$ cat src/rtl/musb_uart_tx_pkg.sv
// Shared definitions for the MUSB UART transmit path.
// - tx_state_e : transmitter FSM state encoding, shared with the receive side and monitors.
// - DataBits   : payload width of one 8N1 frame.
// - calc_div() : rounded bus-clock cycles per bit, evaluated at elaboration time.
package musb_uart_tx_pkg;

  localparam int unsigned DataBits = 8;

  typedef enum logic [1:0] {
    StIdle  = 2'd0,
    StStart = 2'd1,
    StData  = 2'd2,
    StStop  = 2'd3
  } tx_state_e;

  // Cycles per bit, rounded to nearest: (f_hz + baud/2) / baud.
  // 64-bit arithmetic so high bus frequencies cannot overflow the product.
  function automatic int unsigned calc_div(input int unsigned bus_freq_mhz,
                                           input int unsigned baud_rate);
    longint unsigned f_hz;
    longint unsigned baud;
    f_hz = 64'(bus_freq_mhz) * 64'd1_000_000;
    baud = 64'(baud_rate);
    return 32'((f_hz + baud / 64'd2) / baud);
  endfunction

endpackage

$ cat src/rtl/musb_uart_tx_if.sv
// Bus-side handshake bundle of the UART transmitter.
// - tx_data  : byte to enqueue
// - tx_write : single-cycle enqueue strobe
// - tx_full  : FIFO full, writes ignored while high
// - tx_empty : FIFO holds no bytes
// - tx_busy  : frame in progress or FIFO non-empty
// master: register logic driving writes; slave: the transmitter.
interface musb_uart_tx_if;
  import musb_uart_tx_pkg::*;

  logic [DataBits-1:0] tx_data;
  logic                tx_write;
  logic                tx_full;
  logic                tx_empty;
  logic                tx_busy;

  modport master (
    output tx_data,
    output tx_write,
    input  tx_full,
    input  tx_empty,
    input  tx_busy
  );

  modport slave (
    input  tx_data,
    input  tx_write,
    output tx_full,
    output tx_empty,
    output tx_busy
  );

endinterface

$ cat src/rtl/musb_fifo.sv
// Synchronous show-ahead FIFO, reusable by the UART receive path.
// - clk, rst     : bus clock, asynchronous active-high reset (flushes the FIFO)
// - wr_i         : push strobe; ignored while full_o is high, even if a pop coincides
// - wr_data_i    : data pushed
// - rd_i         : pop strobe; ignored while empty_o is high
// - rd_data_o    : head entry, valid whenever empty_o is low
// - full_o       : registered, occupancy == depth
// - empty_o      : registered, occupancy == 0
module musb_fifo #(
  parameter int unsigned DataWidth = 8,
  parameter int unsigned AddrWidth = 3
) (
  input  logic                 clk,
  input  logic                 rst,
  input  logic                 wr_i,
  input  logic [DataWidth-1:0] wr_data_i,
  input  logic                 rd_i,
  output logic [DataWidth-1:0] rd_data_o,
  output logic                 full_o,
  output logic                 empty_o
);

  localparam int unsigned Depth = 1 << AddrWidth;
  localparam logic [AddrWidth:0] DepthCnt = (AddrWidth + 1)'(Depth);

  logic [DataWidth-1:0] mem_q [Depth];
  logic [AddrWidth-1:0] wr_ptr_q, wr_ptr_d;
  logic [AddrWidth-1:0] rd_ptr_q, rd_ptr_d;
  logic [AddrWidth:0]   count_q, count_d;
  logic                 full_q, full_d;
  logic                 empty_q, empty_d;
  logic                 push, pop;

  // Qualified with the registered flags so a full FIFO never accepts a write.
  assign push = wr_i && !full_q;
  assign pop  = rd_i && !empty_q;

  always_comb begin
    wr_ptr_d = wr_ptr_q;
    rd_ptr_d = rd_ptr_q;
    count_d  = count_q;
    if (push) wr_ptr_d = wr_ptr_q + AddrWidth'(1);
    if (pop)  rd_ptr_d = rd_ptr_q + AddrWidth'(1);
    unique case ({push, pop})
      2'b10:   count_d = count_q + (AddrWidth + 1)'(1);
      2'b01:   count_d = count_q - (AddrWidth + 1)'(1);
      default: count_d = count_q;
    endcase
    full_d  = (count_d == DepthCnt);
    empty_d = (count_d == '0);
  end

  always_ff @(posedge clk or posedge rst) begin
    if (rst) begin
      wr_ptr_q <= '0;
      rd_ptr_q <= '0;
      count_q  <= '0;
      full_q   <= 1'b0;
      empty_q  <= 1'b1;
    end else begin
      wr_ptr_q <= wr_ptr_d;
      rd_ptr_q <= rd_ptr_d;
      count_q  <= count_d;
      full_q   <= full_d;
      empty_q  <= empty_d;
    end
  end

  // Storage needs no reset: the pointers define what is valid.
  always_ff @(posedge clk) begin
    if (push) mem_q[wr_ptr_q] <= wr_data_i;
  end

  assign rd_data_o = mem_q[rd_ptr_q];
  assign full_o    = full_q;
  assign empty_o   = empty_q;

endmodule

$ cat src/rtl/musb_uart_tx.sv
// UART transmitter: buffers bytes in a FIFO and serialises them as 8N1 frames.
// - clk, rst : bus clock, asynchronous active-high reset
// - bus      : slave side of the write handshake (tx_data/tx_write in, full/empty/busy out)
// - uart_tx  : registered serial line, idle high
// Each bit lasts DIV cycles; consecutive queued bytes go out with no idle gap.
module musb_uart_tx
  import musb_uart_tx_pkg::*;
#(
  parameter int unsigned BUS_FREQ        = 100,
  parameter int unsigned BAUD_RATE       = 115200,
  parameter int unsigned FIFO_ADDR_WIDTH = 3
) (
  input  logic         clk,
  input  logic         rst,
  musb_uart_tx_if.slave bus,
  output logic         uart_tx
);

  localparam int unsigned Div  = calc_div(BUS_FREQ, BAUD_RATE);
  localparam int unsigned CntW = (Div > 2) ? $clog2(Div) : 1;
  localparam logic [CntW-1:0] CntLoad = CntW'(Div - 1);

  if (Div < 2) begin : g_div_check
    $error("musb_uart_tx: bit divisor must be at least 2");
  end

  tx_state_e             state_q, state_d;
  logic [CntW-1:0]       baud_q, baud_d;
  logic [DataBits-1:0]   shift_q, shift_d;
  logic [2:0]            bit_cnt_q, bit_cnt_d;
  logic                  tx_q, tx_d;
  logic                  bit_end;
  logic                  pop;
  logic [DataBits-1:0]   fifo_rd_data;
  logic                  fifo_full;
  logic                  fifo_empty;

  musb_fifo #(
    .DataWidth (DataBits),
    .AddrWidth (FIFO_ADDR_WIDTH)
  ) u_fifo (
    .clk       (clk),
    .rst       (rst),
    .wr_i      (bus.tx_write),
    .wr_data_i (bus.tx_data),
    .rd_i      (pop),
    .rd_data_o (fifo_rd_data),
    .full_o    (fifo_full),
    .empty_o   (fifo_empty)
  );

  assign bit_end = (baud_q == '0);

  always_comb begin
    state_d   = state_q;
    baud_d    = baud_q;
    shift_d   = shift_q;
    bit_cnt_d = bit_cnt_q;
    tx_d      = tx_q;
    pop       = 1'b0;

    unique case (state_q)
      StIdle: begin
        baud_d = CntLoad;
        tx_d   = 1'b1;
        if (!fifo_empty) begin
          pop     = 1'b1;
          shift_d = fifo_rd_data;
          tx_d    = 1'b0;
          state_d = StStart;
        end
      end

      StStart: begin
        if (bit_end) begin
          baud_d    = CntLoad;
          tx_d      = shift_q[0];
          shift_d   = {1'b0, shift_q[DataBits-1:1]};
          bit_cnt_d = 3'd0;
          state_d   = StData;
        end else begin
          baud_d = baud_q - CntW'(1);
        end
      end

      StData: begin
        if (bit_end) begin
          baud_d = CntLoad;
          // bit_cnt_q is the index of the bit just finished.
          if (bit_cnt_q == 3'd7) begin
            tx_d    = 1'b1;
            state_d = StStop;
          end else begin
            tx_d      = shift_q[0];
            shift_d   = {1'b0, shift_q[DataBits-1:1]};
            bit_cnt_d = bit_cnt_q + 3'd1;
          end
        end else begin
          baud_d = baud_q - CntW'(1);
        end
      end

      StStop: begin
        if (bit_end) begin
          baud_d = CntLoad;
          // Chain straight into the next start bit when more data is queued.
          if (!fifo_empty) begin
            pop     = 1'b1;
            shift_d = fifo_rd_data;
            tx_d    = 1'b0;
            state_d = StStart;
          end else begin
            tx_d    = 1'b1;
            state_d = StIdle;
          end
        end else begin
          baud_d = baud_q - CntW'(1);
        end
      end

      default: begin
        baud_d  = CntLoad;
        tx_d    = 1'b1;
        state_d = StIdle;
      end
    endcase
  end

  always_ff @(posedge clk or posedge rst) begin
    if (rst) begin
      state_q   <= StIdle;
      baud_q    <= CntLoad;
      shift_q   <= '0;
      bit_cnt_q <= 3'd0;
      tx_q      <= 1'b1;
    end else begin
      state_q   <= state_d;
      baud_q    <= baud_d;
      shift_q   <= shift_d;
      bit_cnt_q <= bit_cnt_d;
      tx_q      <= tx_d;
    end
  end

  assign uart_tx      = tx_q;
  assign bus.tx_full  = fifo_full;
  assign bus.tx_empty = fifo_empty;
  assign bus.tx_busy  = (state_q != StIdle) || !fifo_empty;

endmodule

$ cat src/flat_wrapper.sv
// flat-port wrapper written by rule: the top's interface ports become plain ports
module musb_uart_tx_flat import musb_uart_tx_pkg::*;
#(
  parameter int unsigned BUS_FREQ        = 100,
  parameter int unsigned BAUD_RATE       = 115200,
  parameter int unsigned FIFO_ADDR_WIDTH = 3
)
  (clk, rst, uart_tx, bus_tx_data, bus_tx_write, bus_tx_full, bus_tx_empty, bus_tx_busy);
  musb_uart_tx_if bus_i ();
  input  logic clk;
  input  logic rst;
  output logic uart_tx;
  input wire logic [$bits(bus_i.tx_data)-1:0] bus_tx_data;
  input wire logic [$bits(bus_i.tx_write)-1:0] bus_tx_write;
  output wire logic [$bits(bus_i.tx_full)-1:0] bus_tx_full;
  output wire logic [$bits(bus_i.tx_empty)-1:0] bus_tx_empty;
  output wire logic [$bits(bus_i.tx_busy)-1:0] bus_tx_busy;
  assign bus_i.tx_data = bus_tx_data;
  assign bus_i.tx_write = bus_tx_write;
  assign bus_tx_full = bus_i.tx_full;
  assign bus_tx_empty = bus_i.tx_empty;
  assign bus_tx_busy = bus_i.tx_busy;
  musb_uart_tx #(.BUS_FREQ(BUS_FREQ), .BAUD_RATE(BAUD_RATE), .FIFO_ADDR_WIDTH(FIFO_ADDR_WIDTH)) u_core (.clk(clk), .rst(rst), .bus(bus_i), .uart_tx(uart_tx));
endmodule
$ cat config.mk
export PLATFORM = sky130hd
export DESIGN_NAME = musb_uart_tx_flat
export DESIGN_NICKNAME = d
export VERILOG_FILES = /design/src/rtl/musb_uart_tx_pkg.sv /design/src/rtl/musb_uart_tx_if.sv /design/src/rtl/musb_fifo.sv /design/src/rtl/musb_uart_tx.sv /design/src/flat_wrapper.sv
export SDC_FILE = /design/constraint.sdc
export NUM_CORES = 1
export LEC_CHECK = 0
export ABC_AREA = 1
export BUFFER_PORTS_ARGS = -buffer_cell sky130_fd_sc_hd__clkbuf_2
export CAP_MARGIN = 25
export CORE_ASPECT_RATIO = 1.25
export CORE_UTILIZATION = 50
export CTS_CLUSTER_SIZE = 24
export DETAILED_ROUTE_END_ITERATION = 12
export GPL_ROUTABILITY_DRIVEN = 0
export PLACE_DENSITY_LB_ADDON = 0.12
export SKIP_CTS_REPAIR_TIMING = 1
export SLEW_MARGIN = 20
export SYNTH_ARGS = -nofsm -noshare
export SYNTH_HDL_FRONTEND = slang
export SYNTH_SLANG_ARGS = --single-unit
export TNS_END_PERCENT = 50
$ cat constraint.sdc
create_clock -name clk -period 2.6 [get_ports clk]
set_input_delay 0.13 -clock clk [delete_from_list [all_inputs] [get_ports clk]]
set_output_delay 0.13 -clock clk [all_outputs]
set_load 0.05 [all_outputs]
# --- Yosys cells after proc, flatten, opt, wreduce, memory -nomap -nowiden ---
# Memory sizes are Yosys's and may differ from the RTL's.
# Index checks and enable logic that the tools add are counted.
totals:
  regBits: 36
  latch_bits: 0
  ramBits: 64
  romBits: 0
  input_bits: 11
  out_inout_bits: 4
  word_cells: 76
  memories: 1
op_classes:
  add_sub_neg: 6
  multipliers: 0
  n_div: 0
  n_lt_le_gt_ge: 0
  n_eq_ne: 13
  n_shift: 0
  mux: 31
  n_bitwise: 0
  n_reduce_logical: 15
memory_table:
  columns: ["memory", "depth", "width", "read_ports", "rd_ports_with_merged_regs", "wr", "line", "text"]
  rows:
  - ["u_core.u_fifo.mem_q", 8, 8, 1, 0, 1, "musb_fifo.sv:26", "logic [DataWidth-1:0] mem_q [Depth];"]
ops:
  columns: ["op", "n"]
  rows:
  - ["$mux 8", 5]
  - ["$pmux 8 s4", 1]
  - ["$pmux 10 s2", 1]
  - ["$logic_not 10->1", 1]
  - ["$mux 1", 10]
  - ["$mux 10", 1]
  - ["$mux 2", 5]
  - ["$sub 10x1->10 const B", 1]
  - ["$add 3x1->3 const B", 3]
  - ["$mux 3", 3]
  - ["$ne 2x1->1 const B", 4]
  - ["$pmux 2 s4", 1]
  - ["$pmux 4 s2", 1]
  - ["$reduce_and 4->1", 2]
  - ["$eq 2x2->1 const B", 3]
  - ["$pmux 3 s2", 1]
  - ["$reduce_and 5->1", 1]
  - ["$add 4x1->4 const B", 1]
  - ["$eq 2x1->1 const B", 2]
  - ["$eq 4x4->1 const B", 1]
  - ["$logic_not 4->1", 1]
  - ["$ne 2x2->1 const B", 2]
  - ["$pmux 1 s4", 1]
  - ["$reduce_bool 2->1", 2]
  - ["other kinds (9)", 11]

# --- Longest topological paths before layout ---
depth:
  ltp_word: 7
  ltp_mapped: 16
  depth_no_buf: 16

# --- Modules after synthesis ---
# A second synthesis with hierarchy kept.
unflattened:
  hier_cells: 458
  area_unflattened_um2: 4642.0
by_module_without_submodules:
  columns: ["mod", "n_inst", "cells_per_inst", "area_per_inst_um2", "seq_area_each_um2"]
  rows:
  - ["musb_fifo", 1, 273, 3216.8, 2223.4]
  - ["musb_uart_tx", 1, 185, 1425.1, 609.3]

# --- Worst setup path after synthesis ---
# Ideal clock, no wire load.
synth_timing:
  kind: "register to register"
  start: "register u_core.state_q[0]"
  end: "register u_core.u_fifo.full_q (netlist: u_core.u_fifo.full_o)"
  setup_ns: 0.077
  t_arrival_ns: 2.431
  required_ns: 2.523
  slack_ns: 0.091
  stages_incl_launch_ff: 13
  n_path_buf: 1
  period_less_slack_ns: 2.509
  cell_sequence: "dfrtp_1 > inv_1 > ha_1 > clkbuf_1 > nor2_1 > nand2_1 > inv_1 > ha_1 > fa_1 > xor2_1 > a21boi_0 > nand2_1 > a21oi_1"
synth_via:
  elab_chain_cells: 6
  word_cells_on_any_way: 8
  cone_classes: "eq/ne: 4; mux: 2; reduce/logical: 2"
synth_rtl:
  columns: ["element", "line", "text"]
  rows:
  - ["start, declared", "musb_uart_tx.sv:27", "tx_state_e state_q, state_d;"]
  - ["start signal, assigned", "musb_uart_tx.sv:131", "state_q <= StIdle;"]
  - ["start signal, assigned", "musb_uart_tx.sv:137", "state_q <= state_d;"]
  - ["$eq 2x2->1 / $logic_not 2->1 (equally long branches)", "musb_uart_tx.sv:62", "unique case (state_q)"]
  - ["$pmux 1 s2 *", "musb_uart_tx.sv:62", null]
  - ["$logic_and 1x1->1 *", "musb_fifo.sv:36", "assign pop = rd_i && !empty_q;"]
  - ["via u_core.u_fifo.pop", "musb_fifo.sv:32", "logic push, pop;"]
  - ["$eq 2x1->1 / $eq 2x2->1 (equally long branches)", "musb_fifo.sv:44", "unique case ({push, pop})"]
  - ["$pmux 4 s2 *", "musb_fifo.sv:44", null]
  - ["$eq 4x4->1 *", "musb_fifo.sv:49", "full_d = (count_d == DepthCnt);"]
  - ["via u_core.u_fifo.full_d", "musb_fifo.sv:30", "logic full_q, full_d;"]
  - ["end signal, assigned", "musb_fifo.sv:64", "full_q <= full_d;"]
  - ["end, declared", "musb_fifo.sv:30", null]
# The timed path passes the listed nets; every way through them passes the cells marked *.
# A chain may end at the register's enable or synchronous reset.

# --- Worst setup path in the final report ---
layout_timing:
  start: "register u_core.baud_q[0]"
  end: "register u_core.u_fifo.empty_q (netlist: u_core.u_fifo.empty_o)"
layout_via:
  elab_chain_cells: 7
  word_cells_on_any_way: 8
  cone_classes: "eq/ne: 2; mux: 3; reduce/logical: 3"
layout_rtl:
  columns: ["element", "line", "text"]
  rows:
  - ["start, declared", "musb_uart_tx.sv:28", "logic [CntW-1:0] baud_q, baud_d;"]
  - ["start signal, assigned", "musb_uart_tx.sv:132", "baud_q <= CntLoad;"]
  - ["start signal, assigned", "musb_uart_tx.sv:138", "baud_q <= baud_d;"]
  - ["$logic_not 10->1 *", "musb_uart_tx.sv:52", "assign bit_end = (baud_q == '0);"]
  - ["$mux 1 *", "musb_uart_tx.sv:104", "if (bit_end) begin"]
  - ["$pmux 1 s2 *", "musb_uart_tx.sv:62", null]
  - ["$logic_and 1x1->1 *", "musb_fifo.sv:36", null]
  - ["via u_core.u_fifo.pop", "musb_fifo.sv:32", null]
  - ["$eq 2x1->1 / $eq 2x2->1 (equally long branches)", "musb_fifo.sv:44", null]
  - ["$pmux 4 s2 *", "musb_fifo.sv:44", null]
  - ["$logic_not 4->1 *", "musb_fifo.sv:50", "empty_d = (count_d == '0);"]
  - ["via u_core.u_fifo.empty_d", "musb_fifo.sv:31", "logic empty_q, empty_d;"]
  - ["end signal, assigned", "musb_fifo.sv:65", "empty_q <= empty_d;"]
  - ["end, declared", "musb_fifo.sv:31", null]
# Marked as above.

==> results.yml <==
global_routing:
  grt_pass1_wl_mm: 14.3
  grt-ovfl-total: 0
  grt_max_degree: 37
  antenna_found_initial: 0
  grt_pass1_vias: 2984
  grt_usage_pct: 21.0
clock_network:
  worst_skew_pair.late_latency_ns: 0.36
  cts_root_buf: "clkbuf_8"
  cts.sinks: 100
  cts_max_path_buffers: 2
  htreeDepth: 3
  clkTransAtPathRegs_ns: 0.10
  cts_tree: "done"
  cts_buffers: 9
final_layout:
  final_area_um2: 5010
  multi_input_area_um2: 1510
  drive_gt1_share_pct: 13.7
  antenna_cells: 0
  final_cell_mix: "nand2_1, edfxtp_1, nand3_1"
  fill_cells: 749
  final-seq-area_um2: 2830
  final_common_cell: "nand2_1"
  area_growth_pct: 11.6
  finalNetCount: 504
timing:
  setup-violations-final: 0
  period_minus_slack_ns: 2.41
  grt_setup_unrepaired: "false"
  fmax_ghz: 0.414
  worst_slew_pin_slew_ns: 0.577
  fin_crit_sh_pct: 92.9
  fin_skew_ns: 0.0114
  fin_ws_ns: 0.185
  fin_tns_setup_ns: 0
  drv_slew: 0
  hold_violations: 0
  max_slew_margin_pct: 61.5
setup_path:
  crit_type: "register to register"
  critPathCaptureType: "register"
  arrival_ns: 2.72
  crit_start: "u_core.baud_q[0]"
  worst-endpoint-required_ns: 2.90
  crit_path_start_kind: "register"
  critPathMaxFanout: 4
  reg2reg_from: "u_core.baud_q[0]"
floorplanning:
  initial_core_util_pct: 51.6
  die_w_um: 86.7
  rows: 38
  fp.dieH_um: 108
  die_area_um2: 9360
  boundaryPins: 15
  coreArea_um2: 8700
placement:
  place_ws_ns: 0.00364
  post_dp_cell_area_um2: 4760
  hpwlAfterDp_mm: 5.64
  portBuffers: 14
worst_hold_path:
  hold_class: "input port to register"
  hp-start: "bus_tx_data[2]"
detailed_routing:
  drtAntennaViolNets: 0
  drt-total-wl_mm: 8.79
  dr.pass1.iters: 5
  viasPerCell: 5.11
  wl_per_cell_um: 14.6
  drc: 0
  wl_met3_um: 354
  top_layer: "met4"
  drt_iter0_drc: 219
  wl_met2_mm: 4.59
  wl_met1_mm: 3.75
  vias: 3079
yosys:
  synth_cells: 448
  yosysWarnings: 0
  avgSynthCellArea_um2: 10.0
  synth_area_um2: 4490
  synth_area_leaders: "edfxtp_1, dfrtp_1, nand2_1, nand3_1, dfstp_2"
  synthesis.nets: 474
  yosysSeqAreaShare_pct: 63.1
  synth_cell_types: 35
  yosys.area.top_type: "edfxtp_1"
  ys_ff_latch: 100
  yosys.area.top_type_share_pct: 42.8
power:
  p_leak_uw: 0.00220
  p_per_area_nw_per_um2: 1130
  peakVddDrop_mv: 0.491
flow_run:
  cap_violations: 0
status:
  outcome: "finished, final reports clean"
-- flip-flops by register name (all words and copies together), names as in the netlist --
name                    flops
u_core.u_fifo.mem_q        64
u_core.baud_q              10
u_core.u_fifo.full_o        1
u_core.u_fifo.wr_ptr_q      3
u_core.shift_q              8
u_core.u_fifo.rd_ptr_q      3
u_core.bit_cnt_q            3
u_core.u_fifo.count_q       4
u_core.state_q              2
u_core.uart_tx              1
u_core.u_fifo.empty_o       1
-- where the power goes --
group	switching, uW	internal (uW)	leakage, uW	total (uW)
Sequential	210	2080	0.00102	2290
Clock	562	361	0.0000886	923
Combinational	1590	846	0.00109	2440
Total	2360	3290	0.00220	5650
-- cells by family after synthesis --
family	synth area share [%]
compound gates	2.73
fa+ha+maj	4.35
flops	63.1
xor+xnor	1.56
buf+inv	4.10
simple gates	24.1
-- critical path, stage by stage (launching register included) --
cell and delay [ns]:
dfstp_2 0.54, inv_1 0.07, ha_1 0.20, nand3_1 0.08
nor2_1 0.04, nand2_1 0.11, o21bai_4 0.09, nand2_2 0.10
inv_1 0.07, ha_4 0.18, fa_2 0.34, xor2_1 0.15
a21boi_1 0.18, nand2_1 0.10, nor2_1 0.10
-- synth_stat cells --
cell type  instances
a211oi_1           1
a21boi_0           1
a21oi_1            4
a31oi_1            1
buf_1              1
buf_2              5
buf_4              2
clkbuf_1           4
clkinv_1           1
clkinv_4           1
dfrtp_1           28
dfstp_2            8
edfxtp_1          64
fa_1               1
ha_1              14
inv_1             30
nand2_1          168
nand2_2            1
nand3_1           56
nand3_4            1
nand4_1            1
nor2_1            27
nor2_2             1
nor2_4             1
nor3_1             1
o211ai_1           1
o21ai_0            9
o21ai_1            2
o21bai_2           1
o31ai_1            1
or2_0              1
or2_1              1
or2_2              1
xnor2_1            4
xor2_1             4
-- worst paths after layout --
path / to / slack (ns) / cells past startpoint
setup / recovery: u_core.u_fifo.empty_o / 0.19 / 14
hold / removal: u_core.u_fifo.mem_q[3][2] / 0.03 / 1
setup reg to reg: u_core.u_fifo.empty_o / 0.19 / 14
hold reg to reg: u_core.baud_q[0] / 0.47 / 1
max in group asynchronous: u_core.baud_q[9] / 1.86 / 4
min in group asynchronous: u_core.baud_q[4] / 0.39 / 4
-- metal layers --
metal	vias to the layer above	track usage (%)
met2	70	36.8
met4	0	10.7
li1	1530	-
met1	1472	24.9
met3	7	3.22
met5	-	0
-- stage by stage --
| stage | cells | utilization, % | total power, uW | hold slack (ns) |
|---|---|---|---|---|
| after floorplan | 448 | - | 4040 | 0.229 |
| after global placement | 585 | 54.7 | 4630 | 0.237 |
| after detailed placement | 585 | 54.7 | 4680 | 0.243 |
| after CTS | 601 | 56.9 | 5600 | -0.157 |
| after global routing | 603 | 57.5 | 6120 | 0.0173 |
| final | 603 | 57.5 | 5650 | 0.0279 |
-- layout make-up --
| type | count | area share (%) |
|---|---|---|
| clock buffer | 9 | 2.47 |
| inverter | 32 | 2.50 |
| clock inverter | 7 | 1.25 |
| timing repair buffer | 31 | 4.00 |
| multi-input combinational | 304 | 30.2 |
| sequential | 100 | 56.6 |
| tap | 120 | 3.00 |
(Power assumes the default switching activity.)
